==> config.mk <==
export PLATFORM = sky130hd
export DESIGN_NAME = mc_control
export DESIGN_NICKNAME = d
export VERILOG_FILES = /design/src/rtl/mc_control.sv
export SDC_FILE = /design/constraint.sdc
export NUM_CORES = 1
export LEC_CHECK = 0
export BUFFER_PORTS_ARGS = -buffer_cell sky130_fd_sc_hd__buf_4
export CAP_MARGIN = 40
export CORE_MARGIN = 1
export CORE_UTILIZATION = 45
export DETAILED_ROUTE_END_ITERATION = 8
export GPL_TIMING_DRIVEN = 0
export PLACE_DENSITY = 0.75
export SETUP_SLACK_MARGIN = 0.3
export SLEW_MARGIN = 20
export SYNTH_ARGS = -nofsm -noshare
export SYNTH_HDL_FRONTEND = slang
export SYNTH_SLANG_ARGS = --single-unit
==> constraint.sdc <==
create_clock -name clk -period 2.3 [get_ports clk]
set_input_delay 0.115 -clock clk [delete_from_list [all_inputs] [get_ports clk]]
set_output_delay 0.115 -clock clk [all_outputs]
set_load 0.01 [all_outputs]
==> src/rtl/mc_control.sv <==
// Multi-cycle MIPS main controller.
// Walks each instruction through fetch/decode/execute/memory/writeback,
// drives the ALU op code and operand selects, and counts retired instructions.
// Moore outputs come from the state; pc_en and ir_write also follow zero and
// mem_ready in the same cycle, and illegal_op follows the opcode in DECODE.
module mc_control #(
    parameter int CNT_W = 32
) (
    input  logic             clk,
    input  logic             rst,
    input  logic [5:0]       opcode,
    input  logic [5:0]       funct,
    input  logic             zero,
    input  logic             mem_ready,
    output logic [3:0]       alu_op,
    output logic             alu_src_a,
    output logic [2:0]       alu_src_b,
    output logic [1:0]       pc_src,
    output logic             pc_en,
    output logic             ir_write,
    output logic             mem_read,
    output logic             mem_write,
    output logic             iord,
    output logic             reg_write,
    output logic             reg_dst,
    output logic             mem_to_reg,
    output logic             illegal_op,
    output logic [3:0]       state,
    output logic [CNT_W-1:0] retired
);

    typedef enum logic [3:0] {
        S_FETCH     = 4'd0,
        S_DECODE    = 4'd1,
        S_MEM_ADDR  = 4'd2,
        S_MEM_READ  = 4'd3,
        S_MEM_WB    = 4'd4,
        S_MEM_WRITE = 4'd5,
        S_EXEC_R    = 4'd6,
        S_RTYPE_WB  = 4'd7,
        S_BRANCH    = 4'd8,
        S_JUMP      = 4'd9,
        S_EXEC_I    = 4'd10,
        S_ITYPE_WB  = 4'd11
    } state_t;

    // Opcodes understood by the controller.
    localparam logic [5:0] OP_RTYPE = 6'h00;
    localparam logic [5:0] OP_J     = 6'h02;
    localparam logic [5:0] OP_BEQ   = 6'h04;
    localparam logic [5:0] OP_BNE   = 6'h05;
    localparam logic [5:0] OP_ADDI  = 6'h08;
    localparam logic [5:0] OP_ADDIU = 6'h09;
    localparam logic [5:0] OP_ANDI  = 6'h0C;
    localparam logic [5:0] OP_ORI   = 6'h0D;
    localparam logic [5:0] OP_XORI  = 6'h0E;
    localparam logic [5:0] OP_LW    = 6'h23;
    localparam logic [5:0] OP_SW    = 6'h2B;

    // ALU op codes.
    localparam logic [3:0] ALU_AND = 4'b0000;
    localparam logic [3:0] ALU_OR  = 4'b0001;
    localparam logic [3:0] ALU_ADD = 4'b0010;
    localparam logic [3:0] ALU_SUB = 4'b0110;
    localparam logic [3:0] ALU_XOR = 4'b0111;
    localparam logic [3:0] ALU_NOR = 4'b1100;

    // ALU operand-B selects.
    localparam logic [2:0] SRC_B_REG      = 3'b000;
    localparam logic [2:0] SRC_B_FOUR     = 3'b001;
    localparam logic [2:0] SRC_B_SEXT     = 3'b010;
    localparam logic [2:0] SRC_B_SEXT_SH2 = 3'b011;
    localparam logic [2:0] SRC_B_ZEXT     = 3'b100;

    // PC source selects.
    localparam logic [1:0] PC_ALU    = 2'b00;
    localparam logic [1:0] PC_ALUOUT = 2'b01;
    localparam logic [1:0] PC_JUMP   = 2'b10;

    state_t           state_q;
    logic [CNT_W-1:0] retired_q;

    // Instruction classes, valid while the IR holds the current instruction.
    logic is_lw;
    logic is_sw;
    logic is_rtype;
    logic is_beq;
    logic is_branch;
    logic is_jump;
    logic is_itype;
    logic is_legal;

    assign is_lw     = (opcode == OP_LW);
    assign is_sw     = (opcode == OP_SW);
    assign is_rtype  = (opcode == OP_RTYPE) && (funct[5:3] == 3'b100);
    assign is_beq    = (opcode == OP_BEQ);
    assign is_branch = is_beq || (opcode == OP_BNE);
    assign is_jump   = (opcode == OP_J);
    assign is_itype  = (opcode == OP_ADDI) || (opcode == OP_ADDIU) ||
                       (opcode == OP_ANDI) || (opcode == OP_ORI)   ||
                       (opcode == OP_XORI);
    assign is_legal  = is_lw || is_sw || is_rtype || is_branch || is_jump || is_itype;

    // R-type ALU function, funct 0x20..0x27 selected by its low three bits.
    logic [3:0] r_alu_op;

    // Map R-type funct to the ALU op code.
    always_comb begin
        // NOTE: every always_comb target gets a default first so no path leaves it unassigned (which would infer a latch).
        r_alu_op = ALU_ADD;
        case (funct[2:0])
            3'd0, 3'd1: r_alu_op = ALU_ADD;
            3'd2, 3'd3: r_alu_op = ALU_SUB;
            3'd4:       r_alu_op = ALU_AND;
            3'd5:       r_alu_op = ALU_OR;
            3'd6:       r_alu_op = ALU_XOR;
            3'd7:       r_alu_op = ALU_NOR;
            default:    r_alu_op = ALU_ADD;
        endcase
    end

    // I-type ALU function and immediate extension.
    logic [3:0] i_alu_op;
    logic [2:0] i_src_b;

    // Arithmetic immediates are sign-extended, logical ones zero-extended.
    always_comb begin
        i_alu_op = ALU_ADD;
        i_src_b  = SRC_B_SEXT;
        case (opcode)
            OP_ANDI: begin i_alu_op = ALU_AND; i_src_b = SRC_B_ZEXT; end
            OP_ORI:  begin i_alu_op = ALU_OR;  i_src_b = SRC_B_ZEXT; end
            OP_XORI: begin i_alu_op = ALU_XOR; i_src_b = SRC_B_ZEXT; end
            default: begin i_alu_op = ALU_ADD; i_src_b = SRC_B_SEXT; end
        endcase
    end

    // State sequencing and retired-instruction counting; reset abandons the instruction.
    always_ff @(posedge clk) begin
        // NOTE: state registers use non-blocking assignments so every flop samples pre-edge values.
        if (rst) begin
            state_q   <= S_FETCH;
            retired_q <= '0;
        end else begin
            case (state_q)
                S_FETCH: begin
                    if (mem_ready) state_q <= S_DECODE;
                end
                S_DECODE: begin
                    if (is_lw || is_sw)  state_q <= S_MEM_ADDR;
                    else if (is_rtype)   state_q <= S_EXEC_R;
                    else if (is_branch)  state_q <= S_BRANCH;
                    else if (is_jump)    state_q <= S_JUMP;
                    else if (is_itype)   state_q <= S_EXEC_I;
                    else                 state_q <= S_FETCH;
                end
                S_MEM_ADDR: begin
                    state_q <= is_lw ? S_MEM_READ : S_MEM_WRITE;
                end
                S_MEM_READ: begin
                    if (mem_ready) state_q <= S_MEM_WB;
                end
                S_MEM_WRITE: begin
                    if (mem_ready) begin
                        state_q   <= S_FETCH;
                        retired_q <= retired_q + CNT_W'(1);
                    end
                end
                S_EXEC_R: state_q <= S_RTYPE_WB;
                S_EXEC_I: state_q <= S_ITYPE_WB;
                S_MEM_WB, S_RTYPE_WB, S_BRANCH, S_JUMP, S_ITYPE_WB: begin
                    state_q   <= S_FETCH;
                    retired_q <= retired_q + CNT_W'(1);
                end
                default: state_q <= S_FETCH;
            endcase
        end
    end

    // Ungated strobes; rst forces them low below.
    logic pc_en_raw;
    logic ir_write_raw;
    logic mem_read_raw;
    logic mem_write_raw;
    logic reg_write_raw;
    logic illegal_raw;

    // Datapath controls for the current state.
    always_comb begin
        alu_op        = ALU_ADD;
        alu_src_a     = 1'b0;
        alu_src_b     = SRC_B_REG;
        pc_src        = PC_ALU;
        iord          = 1'b0;
        reg_dst       = 1'b0;
        mem_to_reg    = 1'b0;
        pc_en_raw     = 1'b0;
        ir_write_raw  = 1'b0;
        mem_read_raw  = 1'b0;
        mem_write_raw = 1'b0;
        reg_write_raw = 1'b0;
        illegal_raw   = 1'b0;
        case (state_q)
            S_FETCH: begin
                mem_read_raw = 1'b1;
                alu_src_b    = SRC_B_FOUR;
                ir_write_raw = mem_ready;
                pc_en_raw    = mem_ready;
            end
            S_DECODE: begin
                alu_src_b   = SRC_B_SEXT_SH2;
                illegal_raw = ~is_legal;
            end
            S_MEM_ADDR: begin
                alu_src_a = 1'b1;
                alu_src_b = SRC_B_SEXT;
            end
            S_MEM_READ: begin
                mem_read_raw = 1'b1;
                iord         = 1'b1;
            end
            S_MEM_WB: begin
                reg_write_raw = 1'b1;
                mem_to_reg    = 1'b1;
            end
            S_MEM_WRITE: begin
                mem_write_raw = 1'b1;
                iord          = 1'b1;
            end
            S_EXEC_R: begin
                alu_src_a = 1'b1;
                alu_op    = r_alu_op;
            end
            S_RTYPE_WB: begin
                reg_write_raw = 1'b1;
                reg_dst       = 1'b1;
            end
            S_BRANCH: begin
                alu_src_a = 1'b1;
                alu_op    = ALU_SUB;
                pc_src    = PC_ALUOUT;
                pc_en_raw = is_beq ? zero : ~zero;
            end
            S_JUMP: begin
                pc_src    = PC_JUMP;
                pc_en_raw = 1'b1;
            end
            S_EXEC_I: begin
                alu_src_a = 1'b1;
                alu_src_b = i_src_b;
                alu_op    = i_alu_op;
            end
            S_ITYPE_WB: begin
                reg_write_raw = 1'b1;
            end
            default: ;
        endcase
    end

    assign pc_en      = pc_en_raw     & ~rst;
    assign ir_write   = ir_write_raw  & ~rst;
    assign mem_read   = mem_read_raw  & ~rst;
    assign mem_write  = mem_write_raw & ~rst;
    assign reg_write  = reg_write_raw & ~rst;
    assign illegal_op = illegal_raw   & ~rst;
    assign state      = state_q;
    assign retired    = retired_q;

endmodule
==> results of run 1 <==
-- cell families after synthesis --
| kind of cell | Yosys count |
|---|---|
| xor+xnor | 31 |
| flops | 36 |
| compound gates | 39 |
| simple gates | 162 |
| buf+inv | 31 |
| fa+ha+maj | 3 |
| mux | 1 |
-- worst paths after layout --
path / start / end / slack [ns] / cells past startpoint
hold / removal: rst / state[2] / 0.02 / 2
hold reg to reg: retired[31] / retired[31] / 0.48 / 2
setup / recovery: retired[0] / retired[20] / 0.38 / 6
setup reg to reg: retired[0] / retired[20] / 0.38 / 6
-- synthesized netlist by cell type (3+ instances only) --
| cell type | count | area, um2 |
|---|---|---|
| nor2_1 | 54 | 203 |
| and3_1 | 4 | 25.0 |
| ha_1 | 3 | 37.5 |
| nor3_1 | 10 | 50.1 |
| nand2_1 | 23 | 86.3 |
| and4_2 | 3 | 30.0 |
| xnor2_1 | 24 | 210 |
| nand4_1 | 17 | 106 |
| clkbuf_1 | 8 | 30.0 |
| nor4_1 | 11 | 68.8 |
| inv_1 | 13 | 48.8 |
| a21oi_1 | 12 | 60.1 |
| nand3_1 | 9 | 45.0 |
| dfxtp_1 | 36 | 721 |
| xor2_1 | 7 | 61.3 |
| o21ai_0 | 10 | 50.1 |
| or3_1 | 3 | 18.8 |
| buf_2 | 5 | 25.0 |
| nor2b_1 | 4 | 25.0 |
| nor4_2 | 5 | 62.6 |
-- flip-flops by register name, summed over array words and instances, names as in the netlist --
register	count
retired	32
state	4
-- cell type report --
class                           count  share of cell area, %
Tap cell                           67                   2.70
Inverter                           13                   1.57
Multi-Input combinational cell    236                   48.6
Clock buffer                        6                   2.34
Sequential cell                    36                   23.3
Clock inverter                      2                   1.13
Buffer                             18                   4.11
Timing Repair Buffer               67                   16.2
-- stage by stage --
stage | total power (W) | instances | cell area (um2)
after floorplan | 0.000726 | 303 | 2350
after global placement | 0.000781 | 436 | 2930
after detailed placement | 0.000784 | 436 | 2930
after CTS | 0.00133 | 444 | 3050
after global routing | 0.00137 | 445 | 3100
final | 0.00132 | 445 | 3100
-- per-layer routing --
layer  track usage [%]  vias to the layer above  routed length, um
met3              4.61                       11                392
met1              30.1                     1173               2790
met4              7.76                        0                 87
met2              37.9                       95               3090
met5                 0                        -                  0
li1                  -                     1219                  -
-- power groups by stage --
stage	clock network [W]	logic, W	registers (W)
final	0.000548	0.000143	0.000631
after CTS	0.000558	0.000140	0.000630
after floorplan	0	0.0000814	0.000644
after global placement	0	0.000137	0.000645
after detailed placement	0	0.000139	0.000645
after global routing	0.000582	0.000155	0.000631
-- repair_timing --
| item | 4_1_cts | 5_1_grt |
|---|---|---|
| gates cloned | 0 | 0 |
| buffers inserted | 0 | 1 |
| hold buffers | 0 | 0 |
| gates resized for setup | 3 | 18 |
| pin swaps | 0 | 2 |
| setup endpoints to repair | 6 | 17 |
==> results by group, run 1 <==
Timing
  • Tmin final: 1.92 ns
  • Setup TNS: 0 ns
  • Hold Vio Cnt, Final: 0
  • # setup viols final: 0
  • RSZ-0062 raised after global routing: no
  • Clk_skew: 0.00414 ns
  • Tightest Pin Transition: 0.483 ns
  • Slew Limit Fails: 0
  • Fmax: 0.521 GHz
  • Hold WS: 0.0243 ns
  • Slew headroom: roughly two thirds
  • Tcrit/Tclk final: between 80% and 90%
  • Final WS setup: between 0.3 and 0.4 ns

Flow run
  • Max-Cap Viols: 0

Logic synthesis
  • Ys flop type: dfxtp_1
  • Post-synthesis mux area share: 0.426%
  • Synth Area in XOR/XNOR: ~12%
  • Simple-gate share of the synthesized area: 38.1%
  • Post-synth EDFFs: 0
  • Ys Warns: 0
  • Avg Synthesized Cell Area: ~7.8 um2
  • Async S/R FF share, synth: 0%
  • FF+latch count, synth: 36
  • Adder-Cell Fraction of Synth Area: between 1.5 and 2%
  • Synth cell types: 53
  • Largest family of logic cells by synthesized area: simple AND/OR/NAND/NOR gates
  • Syn_nets: between 300 and 400
  • Sequential share of the synthesized area: 30.7%
  • Post-synthesis cell count: between 300 and 400
  • Post-synthesis compound-gate area fraction: 10.4%
  • Area of the mapped netlist: ~0.0023 mm2

Pwr
  • VDD IR max: 0.000442 V
  • Internal: 0.00101 W
  • Psw: 0.000314 W
  • Clock power share: 41.4%
  • Seq pwr share: 47.7%
  • Switching share of total power: roughly a quarter
  • Gate power share: 10.8%
  • PD cells: 426 mW/mm2
  • Lkg Pwr: 1.19 nW

Final layout
  • Share of cells above drive strength 1: roughly 30%
  • Nets: between 300 and 400
  • Most frequent cells in the layout: buf_4 (69), nor2_1 (53), dfxtp_1 (34)
  • Reg area: 723 um2
  • Diodes inserted: 0
  • Final Util: between 60% and 70%
  • Area of the multi-input gates: approximately 0.0015 mm2
  • Area growth, synth to finish: 32.1%
  • Fillcell total: approximately 450
  • Commonest non-fill, non-tap cell in the layout: buf_4

Global route
  • Largest net degree at the start of global routing: 12
  • First-pass GRT wire length: 9890 um
  • Vias in the first global route: 2163
  • Total GRT Usage: 23.0%
  • Total grt overflow: 0
  • Initial antenna violation count: 0

Die
  • Starting Density: slightly below 50%
  • Die Area: ~0.0055 mm2
  • Die height: 74.3 um
  • Row count: 25
  • Core area: about 0.005 mm2
  • Boundary pin count: 71
  • Die width: 74.3 um

Drt
  • Residual DRC: 0
  • Avg WL per Cell: between 10 and 15 um
  • Post-route ant nets: 0
  • Routed vias: between 2000 and 2500
  • TritonRoute pass-1 iters: 4
  • Routed vias/inst: 5.61
  • Routed Wire Length: 6360 um
  • 1st-iter DRT viols: 85

Setup path
  • Slowest library cell on the worst path: or3_1
  • WP data required: 2.47 ns
  • Crit path max-delay family: simple AND/OR/NAND/NOR gates
  • Crit-path max FO: 5
  • CP startpoint kind: flip-flop
  • Crit end category: flip-flop
  • Max stage delay on crit path: approximately 0.47 ns
  • Bufs and invs on worst path: 1
  • Critical path class: reg -> reg
  • Crit-path cells: ha_2 -> inv_1 -> or3_1 -> nor4_2 -> xnor2_1 -> nor2_1
  • Worst path arrival time: 2.09 ns

Clock tree
  • CTS tree: yes
  • TritonCTS Sinks: 36
  • Clk slew on worst S/H paths: 0.07 ns
  • Worst-Skew Late Latency: 0.29 ns
  • Clock buffer depth: 2
  • Cts bufs inserted: 5
  • CTS Root Cell: clkbuf_8
  • H-tree levels: 2

Placement
  • Placer Congestion: 0.945
  • Pre-CTS setup slack: 0.328 ns
  • HPWL Detailed: 4640 um
  • Port bufs: 66

Hold path
  • Hold Crit Class: in -> reg

Status
  • Status: finished, final reports clean
Power figures use the tool's default switching activity.
==> run 2: changes to the inputs <==
Clock period 2.3 ns to 1.8 ns, I/O delays scaled along.
==> run 2 against run 1 <==
The run now ends with setup timing left. Critical path depth is 1 higher. Sequential power is 25% higher. Clock skew is 0.0060 ns higher. Via count increased by 45%. Worst setup slack worse by 0.60 ns. Non-clock buffer count is 80 higher. Largest cell class unchanged. Clock power up 19%. Largest power group unchanged. Register-to-register slack lost 0.60 ns. Flip-flop and latch count did not move. Final cell count is 18% higher. Hold slack better by 0.12 ns. Design area up 48%.
==> results by group, run 2 (synthesis gave the netlist of run 1 again) <==
Status
  • Status: finished, violations left
  • Failing checks: setup timing

Placement
  • Placer Congestion: 0.924 (-2.2%)
  • Port bufs: 66 (unchanged)
  • HPWL Detailed: 4760 um (+2.7%)

Final layout
  • Commonest non-fill, non-tap cell in the layout: buf_4
  • Area growth, synth to finish: 96.0%
  • Nets: 476 (+20%)
  • Largest register FFs: 32 (unchanged)
  • Diodes inserted: 0 (unchanged)
  • Share of cells above drive strength 1: 61.1% (+32 points)
  • Most frequent cells in the layout: buf_4 (105), nor2_1 (45), buf_6 (40)

Drt
  • Routed Wire Length: 14000 um (+120%)
  • Post-route ant nets: 0 (unchanged)
  • Avg WL per Cell: 26.7 um (+86%)
  • 1st-iter DRT viols: 552 (+550%)
  • TritonRoute pass-1 iters: 6 (+2)
  • Routed vias/inst: 6.88 (+23%)
  • Routed vias: 3611 (+45%)
  • Residual DRC: 0 (unchanged)

Die
  • Starting Density: 48.2% (unchanged)
  • Die Area: 0.00551 mm2 (unchanged)
  • Core area: 0.00488 mm2 (unchanged)
  • Boundary pin count: 71 (unchanged)
  • Die height: 74.3 um (unchanged)
  • Row count: 25 (unchanged)
  • Die width: 74.3 um (unchanged)

Timing
  • Tightest Pin Transition: 0.737 ns (+0.254 ns)
  • Hold WS: 0.147 ns (+0.123 ns)
  • Setup TNS: -1.06 ns (-1.06 ns)
  • Fmax: 0.495 GHz (-4.9%)
  • Hold Vio Cnt, Final: 0 (unchanged)
  • Clk_skew: 0.0102 ns (+0.00602 ns)
  • RSZ-0062 raised after global routing: yes
  • Slew headroom: 50.4% (-17 points)
  • # setup viols final: 15 (+15)
  • Tcrit/Tclk final: 112% (+29 points)
  • Tmin final: 2.02 ns (+0.0992 ns)
  • Final WS setup: -0.219 ns (-0.599 ns)
  • Slew Limit Fails: 0 (unchanged)

Setup path
  • CP startpoint kind: flip-flop
  • Worst path arrival time: 2.22 ns (+0.13 ns)
  • Reg2Reg Launch Point: retired[2]
  • Max stage delay on crit path: 0.54 ns (+0.07 ns)
  • Crit path max-delay family: simple AND/OR/NAND/NOR gates
  • Slowest library cell on the worst path: or4_4
  • Bufs and invs on worst path: 2 (+1)
  • Crit-path max FO: 5 (unchanged)
  • WP data required: 2.00 ns (-0.47 ns)
  • CP Capture Point: retired[30]
  • Critical path class: reg -> reg
  • RR Endpoint: retired[30]
  • Critical path depth: 7 (+1)
  • R2r setup slk: -0.22 ns (-0.60 ns)
  • Crit end category: flip-flop
  • R2R cell count: 7 (+1)
  • Crit path launch: retired[2]
  • Crit-path cells: buf_6 -> nand4_1 -> or4_4 -> buf_4 -> nor4_4 -> xnor2_1 -> nor2_1

Global route
  • Total grt overflow: 0 (unchanged)
  • Total GRT Usage: 35.2% (+12 points)
  • Largest net degree at the start of global routing: 12 (unchanged)
  • Initial antenna violation count: 0 (unchanged)
  • GR peak layer: met2
  • Vias in the first global route: 2973 (+37%)
  • M2 GR Usage: 60.7% (+23 points)
  • First-pass GRT wire length: 14600 um (+48%)
  • Met1 Usage GRT: 40.6% (+10 points)
  • Met3 usage: 7.86% (+3.3 points)

Clock tree
  • TritonCTS Sinks: 36 (unchanged)
  • Clock buffer depth: 2 (unchanged)
  • H-tree levels: 2 (unchanged)
  • Cts bufs inserted: 5 (unchanged)
  • CTS tree: yes
  • Clk slew on worst S/H paths: 0.09 ns (+0.02 ns)
  • CTS Root Cell: clkbuf_8
  • Worst-Skew Late Latency: 0.33 ns (+0.04 ns)

Hold path
  • Hold Path Stages: 3 (+1)
  • Hold Crit Class: in -> reg

Pwr
  • Lkg Pwr: 2.03 nW (+71%)
  • Pwr Total: 0.00178 W (+35%)
  • PD cells: 387 mW/mm2 (-9.2%)
  • VDD IR max: 0.000490 V (+11%)

Flow run
  • Max-Cap Viols: 0 (unchanged)
==> run 2: metrics by stage <==
stage                     cells  util, %  area (um2)  setup slack, ns
after floorplan             303        -        2620            0.150
after global placement      436     65.5        3200           0.0354
after detailed placement    436     65.5        3200          0.00775
after CTS                   496     83.3        4060           0.0784
after global routing        525     94.4        4600           -0.436
final                       525     94.4        4600           -0.219
==> run 2: tightest hold or removal path, cell delays in order <==
cell and delay [ns]:
buf_4 0.10, clkbuf_8 0.20, a21oi_2 0.05
==> run 2: where the power goes <==
part	switching [W]	internal, W
sequential	0.00000726	0.000781
combinational	0.000190	0.000151
clock	0.000373	0.000278
total	0.000570	0.00121
==> run 2: final cells by class <==
class | instances | area [um2]
flip-flops and latches | 36 | 792
multi-input cells | 236 | 2060
clock inverters | 1 | 8.76
repair buffers | 147 | 1310
well taps | 67 | 83.8
inverters | 13 | 62.6
fillers | 129 | 275
clock buffers | 7 | 76.3
plain buffers | 18 | 209
==> run 2: how the worst min path moves through the flow <==
| stage | to | startpoint |
|---|---|---|
| 2_1_floorplan | state[2] | rst |
| 3_3_place_gp | state[2] | rst |
| 3_5_place_dp | state[2] | rst |
| 4_1_cts | state[2] | mem_ready |
| 5_1_grt | retired[3] | rst |
| 6_report | retired[3] | rst |
==> run 2: what timing repair did <==
item | 4_1_cts | 5_1_grt
gates cloned | 3 | 1
setup endpoints to repair | 43 | 53
gates resized for setup | 79 | 79
pin swaps | 51 | 50
hold buffers | 1 | 0
hold endpoints to repair | 1 | 0
setup buffers | 48 | 28
==> run 2: metal layers <==
metal	wire length, um	part of all wire (%)
met4	1250	9.0
met3	1820	13
met5	0	0
met2	6270	45
met1	4650	33
